$ cat config.mk
export PLATFORM = sky130hd
export DESIGN_NAME = regfile_dual_read
export DESIGN_NICKNAME = d
export VERILOG_FILES = /design/src/rtl/regfile_dual_read.sv
export SDC_FILE = /design/constraint.sdc
export NUM_CORES = 2
export LEC_CHECK = 0
export ABC_CLOCK_PERIOD_IN_PS = 1600
export BUFFER_PORTS_ARGS = -buffer_cell sky130_fd_sc_hd__clkbuf_2
export CAP_MARGIN = 20
export CORE_MARGIN = 4
export CORE_UTILIZATION = 57
export CTS_CLUSTER_DIAMETER = 200
export DETAILED_ROUTE_END_ITERATION = 10
export GPL_ROUTABILITY_DRIVEN = 1
export PLACE_DENSITY = 0.74
export RECOVER_POWER = 50
export SYNTH_ARGS = -nofsm -noshare
export SYNTH_HDL_FRONTEND = slang
export SYNTH_SLANG_ARGS = --single-unit
export TNS_END_PERCENT = 20
$ cat constraint.sdc
create_clock -name clk -period 1.6 [get_ports clk]
set_input_delay 0.32 -clock clk [delete_from_list [all_inputs] [get_ports clk]]
set_output_delay 0.32 -clock clk [all_outputs]
set_load 0.02 [all_outputs]
$ cat src/rtl/regfile_dual_read.sv
// 32-entry register file with one write port and a two-port read served via a
// valid/ready request/response handshake; entry 0 reads as zero.
module regfile_dual_read #(
  parameter int WIDTH  = 32,
  parameter int ADDR_W = 5,
  parameter int DEPTH  = 32
) (
  input  logic              clk,
  input  logic              reset_n,
  input  logic              wr_en,
  input  logic [ADDR_W-1:0] wr_addr,
  input  logic [WIDTH-1:0]  wr_data,
  input  logic              rd_req_valid,
  output logic              rd_req_ready,
  input  logic [ADDR_W-1:0] rd_addr_a,
  input  logic [ADDR_W-1:0] rd_addr_b,
  output logic              rd_resp_valid,
  input  logic              rd_resp_ready,
  output logic [WIDTH-1:0]  rd_data_a,
  output logic [WIDTH-1:0]  rd_data_b
);

  typedef enum logic [0:0] {IDLE = 1'b0, HOLD = 1'b1} state_t;

  localparam logic [ADDR_W:0] DEPTH_L = (ADDR_W + 1)'(DEPTH);

  state_t           state_q, state_d;
  logic [WIDTH-1:0] mem_q [DEPTH];
  logic [WIDTH-1:0] data_a_q, data_a_d;
  logic [WIDTH-1:0] data_b_q, data_b_d;
  logic             wr_ok_s;
  logic             accept_s;

  function automatic logic addr_ok(input logic [ADDR_W-1:0] addr);
    return (addr != {ADDR_W{1'b0}}) && ({1'b0, addr} < DEPTH_L);
  endfunction

  // Zero for unmapped addresses, otherwise forward a same-edge write over the stored value.
  function automatic logic [WIDTH-1:0] read_sel(input logic [ADDR_W-1:0] addr);
    logic [WIDTH-1:0] val;
    if (!addr_ok(addr)) begin
      val = {WIDTH{1'b0}};
    end else if (wr_ok_s && (wr_addr == addr)) begin
      val = wr_data;
    end else begin
      val = mem_q[addr];
    end
    return val;
  endfunction

  assign wr_ok_s       = wr_en && addr_ok(wr_addr);
  assign rd_req_ready  = (state_q == IDLE) || rd_resp_ready;
  assign accept_s      = rd_req_valid && rd_req_ready;
  assign rd_resp_valid = (state_q == HOLD);
  assign rd_data_a     = data_a_q;
  assign rd_data_b     = data_b_q;

  always_comb begin
    state_d  = state_q;
    data_a_d = data_a_q;
    data_b_d = data_b_q;
    case (state_q)
      IDLE: begin
        if (accept_s) begin
          state_d = HOLD;
        end else begin
          state_d = IDLE;
        end
      end
      HOLD: begin
        if (rd_resp_ready) begin
          state_d = accept_s ? HOLD : IDLE;
        end else begin
          state_d = HOLD;
        end
      end
      default: state_d = IDLE;
    endcase
    if (accept_s) begin
      data_a_d = read_sel(rd_addr_a);
      data_b_d = read_sel(rd_addr_b);
    end else begin
      data_a_d = data_a_q;
      data_b_d = data_b_q;
    end
  end

  always_ff @(posedge clk or negedge reset_n) begin
    if (!reset_n) begin
      state_q  <= IDLE;
      data_a_q <= {WIDTH{1'b0}};
      data_b_q <= {WIDTH{1'b0}};
    end else begin
      state_q  <= state_d;
      data_a_q <= data_a_d;
      data_b_q <= data_b_d;
    end
  end

  always_ff @(posedge clk or negedge reset_n) begin
    if (!reset_n) begin
      for (int i = 0; i < DEPTH; i++) begin
        mem_q[i] <= {WIDTH{1'b0}};
      end
    end else if (wr_ok_s) begin
      mem_q[wr_addr] <= wr_data;
    end
  end

endmodule

### Word-level counts from Yosys, hierarchy flattened

Index checks and enable logic that the tools add are counted.
Widths: inputs -> output; s select.

| storage, ports and cells | value |
|---|---|
| bits in registers | 1089 |
| memory bits (writable) | 0 |
| output and inout bits | 66 |
| latch bits | 0 |
| logic and storage cells | 70 |
| input port bits | 52 |
| memories | 0 |
| memory bits (read-only) | 0 |

| cells by class | value |
|---|---|
| shift operators | 0 |
| div/mod/pow operators | 0 |
| order comparisons | 4 |
| reduce and logical (&&, ||, !) cells | 9 |
| eq/ne operators | 2 |
| muxes and demuxes | 16 |
| multipliers | 0 |
| bitwise logic cells | 4 |
| add/subtract/negate cells | 0 |

Operator list:

| cell | count |
|---|---|
| $bwmux 1024 | 1 |
| $bmux 32 s5 | 2 |
| $mux 32 | 9 |
| $demux 32 s5 | 1 |
| $ge 6x6->1 const B | 3 |
| $not 5->6 | 3 |
| $reduce_bool 5->1 | 3 |
| $eq 5x5->1 | 2 |
| $lt 6x1->1 const B | 1 |
| $logic_and 1x1->1 | 5 |
| $mux 1 | 2 |
| $pmux 1 s2 | 1 |
| $logic_or 1x1->1 | 1 |
| $not 1->1 | 1 |

### Longest topological paths before layout

| logic depth | value |
|---|---|
| word-level depth | 6 |
| gate-level depth with buffers | 8 |
| mapped depth without buffers | 5 |

### Least setup slack after synthesis

Ideal clock, no wire load.

| path | value |
|---|---|
| path kind | in2reg |
| start point | input rd_addr_a[2] |
| end point | register data_a_q[23] (netlist: rd_data_a[23]) |
| arrival | 2.022 ns |
| library setup time | 0.134 ns |
| stages on the path | 8 |
| required time | 1.466 ns |
| buffers on the path | 3 |
| setup slack | -0.556 ns |
| cells stage by stage | buf_2 > clkbuf_1 > buf_1 > mux4_2 > a22oi_1 > nand2_1 > a222oi_1 > o21ai_1 |

| between the ends | value |
|---|---|
| word-level cells in the longest chain between the ends | 6 |
| elaborated cells between the ends (all ways) | 9 |
| those cells by class | eq/ne: 1; mux: 5; bitwise: 1; reduce/logical: 2 |

Ends and longest elaborated chain:

| item | line | source |
|---|---|---|
| start, declared | 15 | `input logic [ADDR_W-1:0] rd_addr_a,` |
| $not 5->6 (implied by the code) | 46 | `val = mem_q[addr];` |
| $bmux 32 s5 | 46 |  |
| $mux 32 (implied by the code) (2 in series) | 46 |  |
| $mux 32 | 43 | `end else if (wr_ok_s && (wr_addr == addr)) begin` |
| $mux 32 * | 41 | `if (!addr_ok(addr)) begin` |
| end signal, assigned | 91 | `data_a_q <= {WIDTH{1'b0}};` |
| end signal, assigned | 95 | `data_a_q <= data_a_d;` |
| end, declared | 29 | `logic [WIDTH-1:0] data_a_q, data_a_d;` |

Every way passes the cells marked *; elsewhere a longest branch is shown, timed or not. The select of a mux whose other input is x is not followed.
A chain may end at the register's enable or synchronous reset.

### Worst setup path in the final report

| path | value |
|---|---|
| start point | register mem_q[604] (netlist bit) |
| end point | register data_a_q[28] (netlist: rd_data_a[28]) |

| between the ends | value |
|---|---|
| word-level cells in the longest chain between the ends | 5 |

Ends and longest elaborated chain:

| item | line | source |
|---|---|---|
| start, declared | 28 | `logic [WIDTH-1:0] mem_q [DEPTH];` |
| start signal, assigned by index | 103 | `mem_q[i] <= {WIDTH{1'b0}};` |
| start signal, assigned by index | 106 | `mem_q[wr_addr] <= wr_data;` |
| $bmux 32 s5 | 46 |  |
| $mux 32 (implied by the code) (2 in series) | 46 |  |
| $mux 32 | 43 |  |
| $mux 32 | 41 |  |

No other way between the ends. The select of a mux whose other input is x is not followed.

==> impl_metrics.yaml <==
status:
  status: "complete, but fails checks"
  violations: "setup timing"
power_and_ir_drop:
  p_leak_nw: 28.9
  p_sw_mw: 23.0
  p_int_mw: 60.7
  power_density_nw_per_um2: 1250
  p_sw_share_pct: 27.5
  power_mw: 83.7
  pwr-share-seq_pct: 44.5
  combPwrFrac_pct: 21.7
  power_frac_clock_pct: 33.8
  ir_drop_mv: 0.986
critical_path:
  critPathMaxFanout: 3
  startpoint_type: "register"
  endpoint_kind: "register"
  crit_arrival_ns: 2.41
  critPathKind: "register to register"
  worstPathRequired_ns: 2.15
synth:
  yosysWarnings: 0
  yosysUniqueCellTypes: 33
  netlist_instances: 3543
  ys_seq_area_share_pct: 48.6
  ys_ff_latch: 1089
  synth_area_um2: 56100
  avgSynthCellArea_um2: 15.8
  syn_nets: 3595
placement:
  port_buffers: 117
  hpwl_um: 112000
  place.gp.congestion: 0.906
  place_area_um2: 61900
floorplanning:
  top_level_ports: 118
  die_w_um: 322
  die_y_um: 322
  initial_core_util_pct: 57.8
  dieArea_um2: 104000
  core_um2: 97100
  rows: 114
route:
  num_vias: 36400
  via_per_inst: 7.07
  drtIter0Drc: 4095
  wl_per_cell_um: 33.3
  wl_um: 171000
  dr.pass1.iters: 8
  ant_nets: 0
  drc: 0
flow_run:
  maxCapViolCount: 0
clock_network:
  cts.sinks: 1089
  clk_pin_slew_worst_paths_ns: 0.06
  cts-root-buf: "clkbuf_16"
  clkLatencyLatePin_ns: 0.71
  numCtsBuffers: 114
  tritoncts: "built"
  clock_path_buffers: 3
  htreeDepth: 3
cells_and_area:
  finalInstanceArea_um2: 66700
  layout_common_cells: "dfrtp_1, mux2_2, mux4_2"
  drive_above_1_share_pct: 63.9
  postLayoutCoreUtil_pct: 68.7
  nets: 3826
  fillers: 6151
  mostFrequentLayoutCell: "dfrtp_1"
  syn2layout_area_growth_pct: 18.9
timing:
  hold_viol: 0
  setup_viol: 325
  slew-limit-headroom_pct: 20.5
  tightest_slew_ns: 1.19
  min_period_ns: 1.86
  fmax_mhz: 537
  slew_viol_final: 0
  rsz0062_at_grt: "yes"
  fin_setup_tns_ns: -30.50
  worst_slack_ns: -0.263
  min_period_over_period_pct: 116
  finClkSkew_ns: 0.0287
  hold_ws_ns: 0.0554
global_routing:
  met1_usage_pct: 46.9
  gr-usage-all-layers_pct: 33.7
  grt_max_degree: 94
  grt-ovfl-total: 0
  met2_usage_pct: 51.9
  antenna_found_initial: 7
  grt_pass1_vias: 39400
  busiest_layer: "met2"
  grt_pass1_wl_um: 259000
  use_met3_pct: 9.27
worst_hold_path:
  hold_class: "input pin to register"
-- sequential cells by signal (all words and copies together), names as in the netlist --
register       flops
rd_resp_valid      1
rd_data_a         32
rd_data_b         32
mem_q           1024
-- power groups by stage --
stage	Sequential [mW]	Combinational, mW	Clock, mW
after floorplan	36.2	12.4	0
after global placement	36.7	16.6	0
after detailed placement	37.4	17.3	0
after CTS	37.0	17.7	28.6
after global routing	37.8	19.3	29.8
final	37.2	18.2	28.3
-- per-layer routing --
metal | part of all wire [%] | wire [µm]
met1 | 39 | 66300
met2 | 47 | 80400
met3 | 10 | 17800
met4 | 4.0 | 6800
met5 | 0.016 | 28
-- final cells by class --
| type | instances | area, µm² | share of cell area [%] |
|---|---|---|---|
| tap | 1276 | 1600 | 2.39 |
| antenna | 6 | 15.0 | 0.0225 |
| clock buffer | 146 | 3210 | 4.80 |
| clock inverter | 63 | 810 | 1.21 |
| multi-input combinational | 1976 | 27700 | 41.5 |
| sequential | 1089 | 27300 | 40.9 |
| inverter | 64 | 243 | 0.364 |
| timing repair buffer | 529 | 5920 | 8.87 |
-- timing repair --
action                                  in CTS  in global routing
buffers inserted                             6                  4
pin swaps                                   61                 42
hold endpoints to repair                   449                  0
gates resized for setup                     73                171
hold buffers                                 2                  0
endpoints found under the setup margin     123                170
gates cloned                                 1                  1
-- worst max-delay path: stages, from the launching register on --
cell and delay, ns:
dfrtp_1 0.40, mux4_2 0.48, a22oi_1 0.23, nand2_2 0.10, a222oi_1 0.39, o21ai_1 0.11
-- path summary, 6_finish.rpt --
check / start / cells after the start / end / slack [ns]
max reg2reg: mem_q[604] / 5 / rd_data_a[28] / -0.26
max in group asynchronous: reset_n / 4 / mem_q[16] / -0.16
min: rd_resp_ready / 4 / rd_resp_valid / 0.06
min reg2reg: mem_q[1014] / 0 / mem_q[1014] / 0.39
min in group asynchronous: reset_n / 2 / mem_q[317] / 0.42
max: mem_q[604] / 5 / rd_data_a[28] / -0.26
-- kinds of logic after synthesis --
family,after synthesis,share of synthesized area [%]
buffers and inverters,478,3.64
DFF,1089,48.6
xor gates and xnor gates,10,0.156
and+or+nand+nor,137,1.11
AOI/OAI and AO/OA,261,3.51
muxes,1568,43.0
-- cells in the mapped netlist, drive strengths merged --
cell type  number  share of area, %
a21bo           1             0.018
a222oi         64               1.1
a22oi         128               1.7
and2            4             0.045
and3            1             0.011
and3b           2             0.031
buf           134               1.3
clkbuf        280               1.9
dfrtp        1089                49
inv            64              0.43
mux2          992                20
mux4          576                23
nand2          84              0.56
nand2b          3             0.033
nand3           3             0.027
nand3b          5             0.067
nand4           1             0.011
nor2           16              0.11
nor2b           4             0.045
nor3            3             0.036
nor3b           5             0.067
nor4            2             0.022
o211ai          2             0.027
o21ai          64              0.57
o311a           2             0.036
or3             2             0.022
or4             2             0.027
xnor2          10              0.16
-- through the flow --
step | std cells | setup WS [ns]
finish | 5149 | -0.263
global route | 5147 | -0.371
CTS | 5138 | -0.256
detailed placement | 4920 | -0.968
global placement | 4920 | -0.976
floorplan | 3543 | -0.347
(Power assumes the default switching activity.)
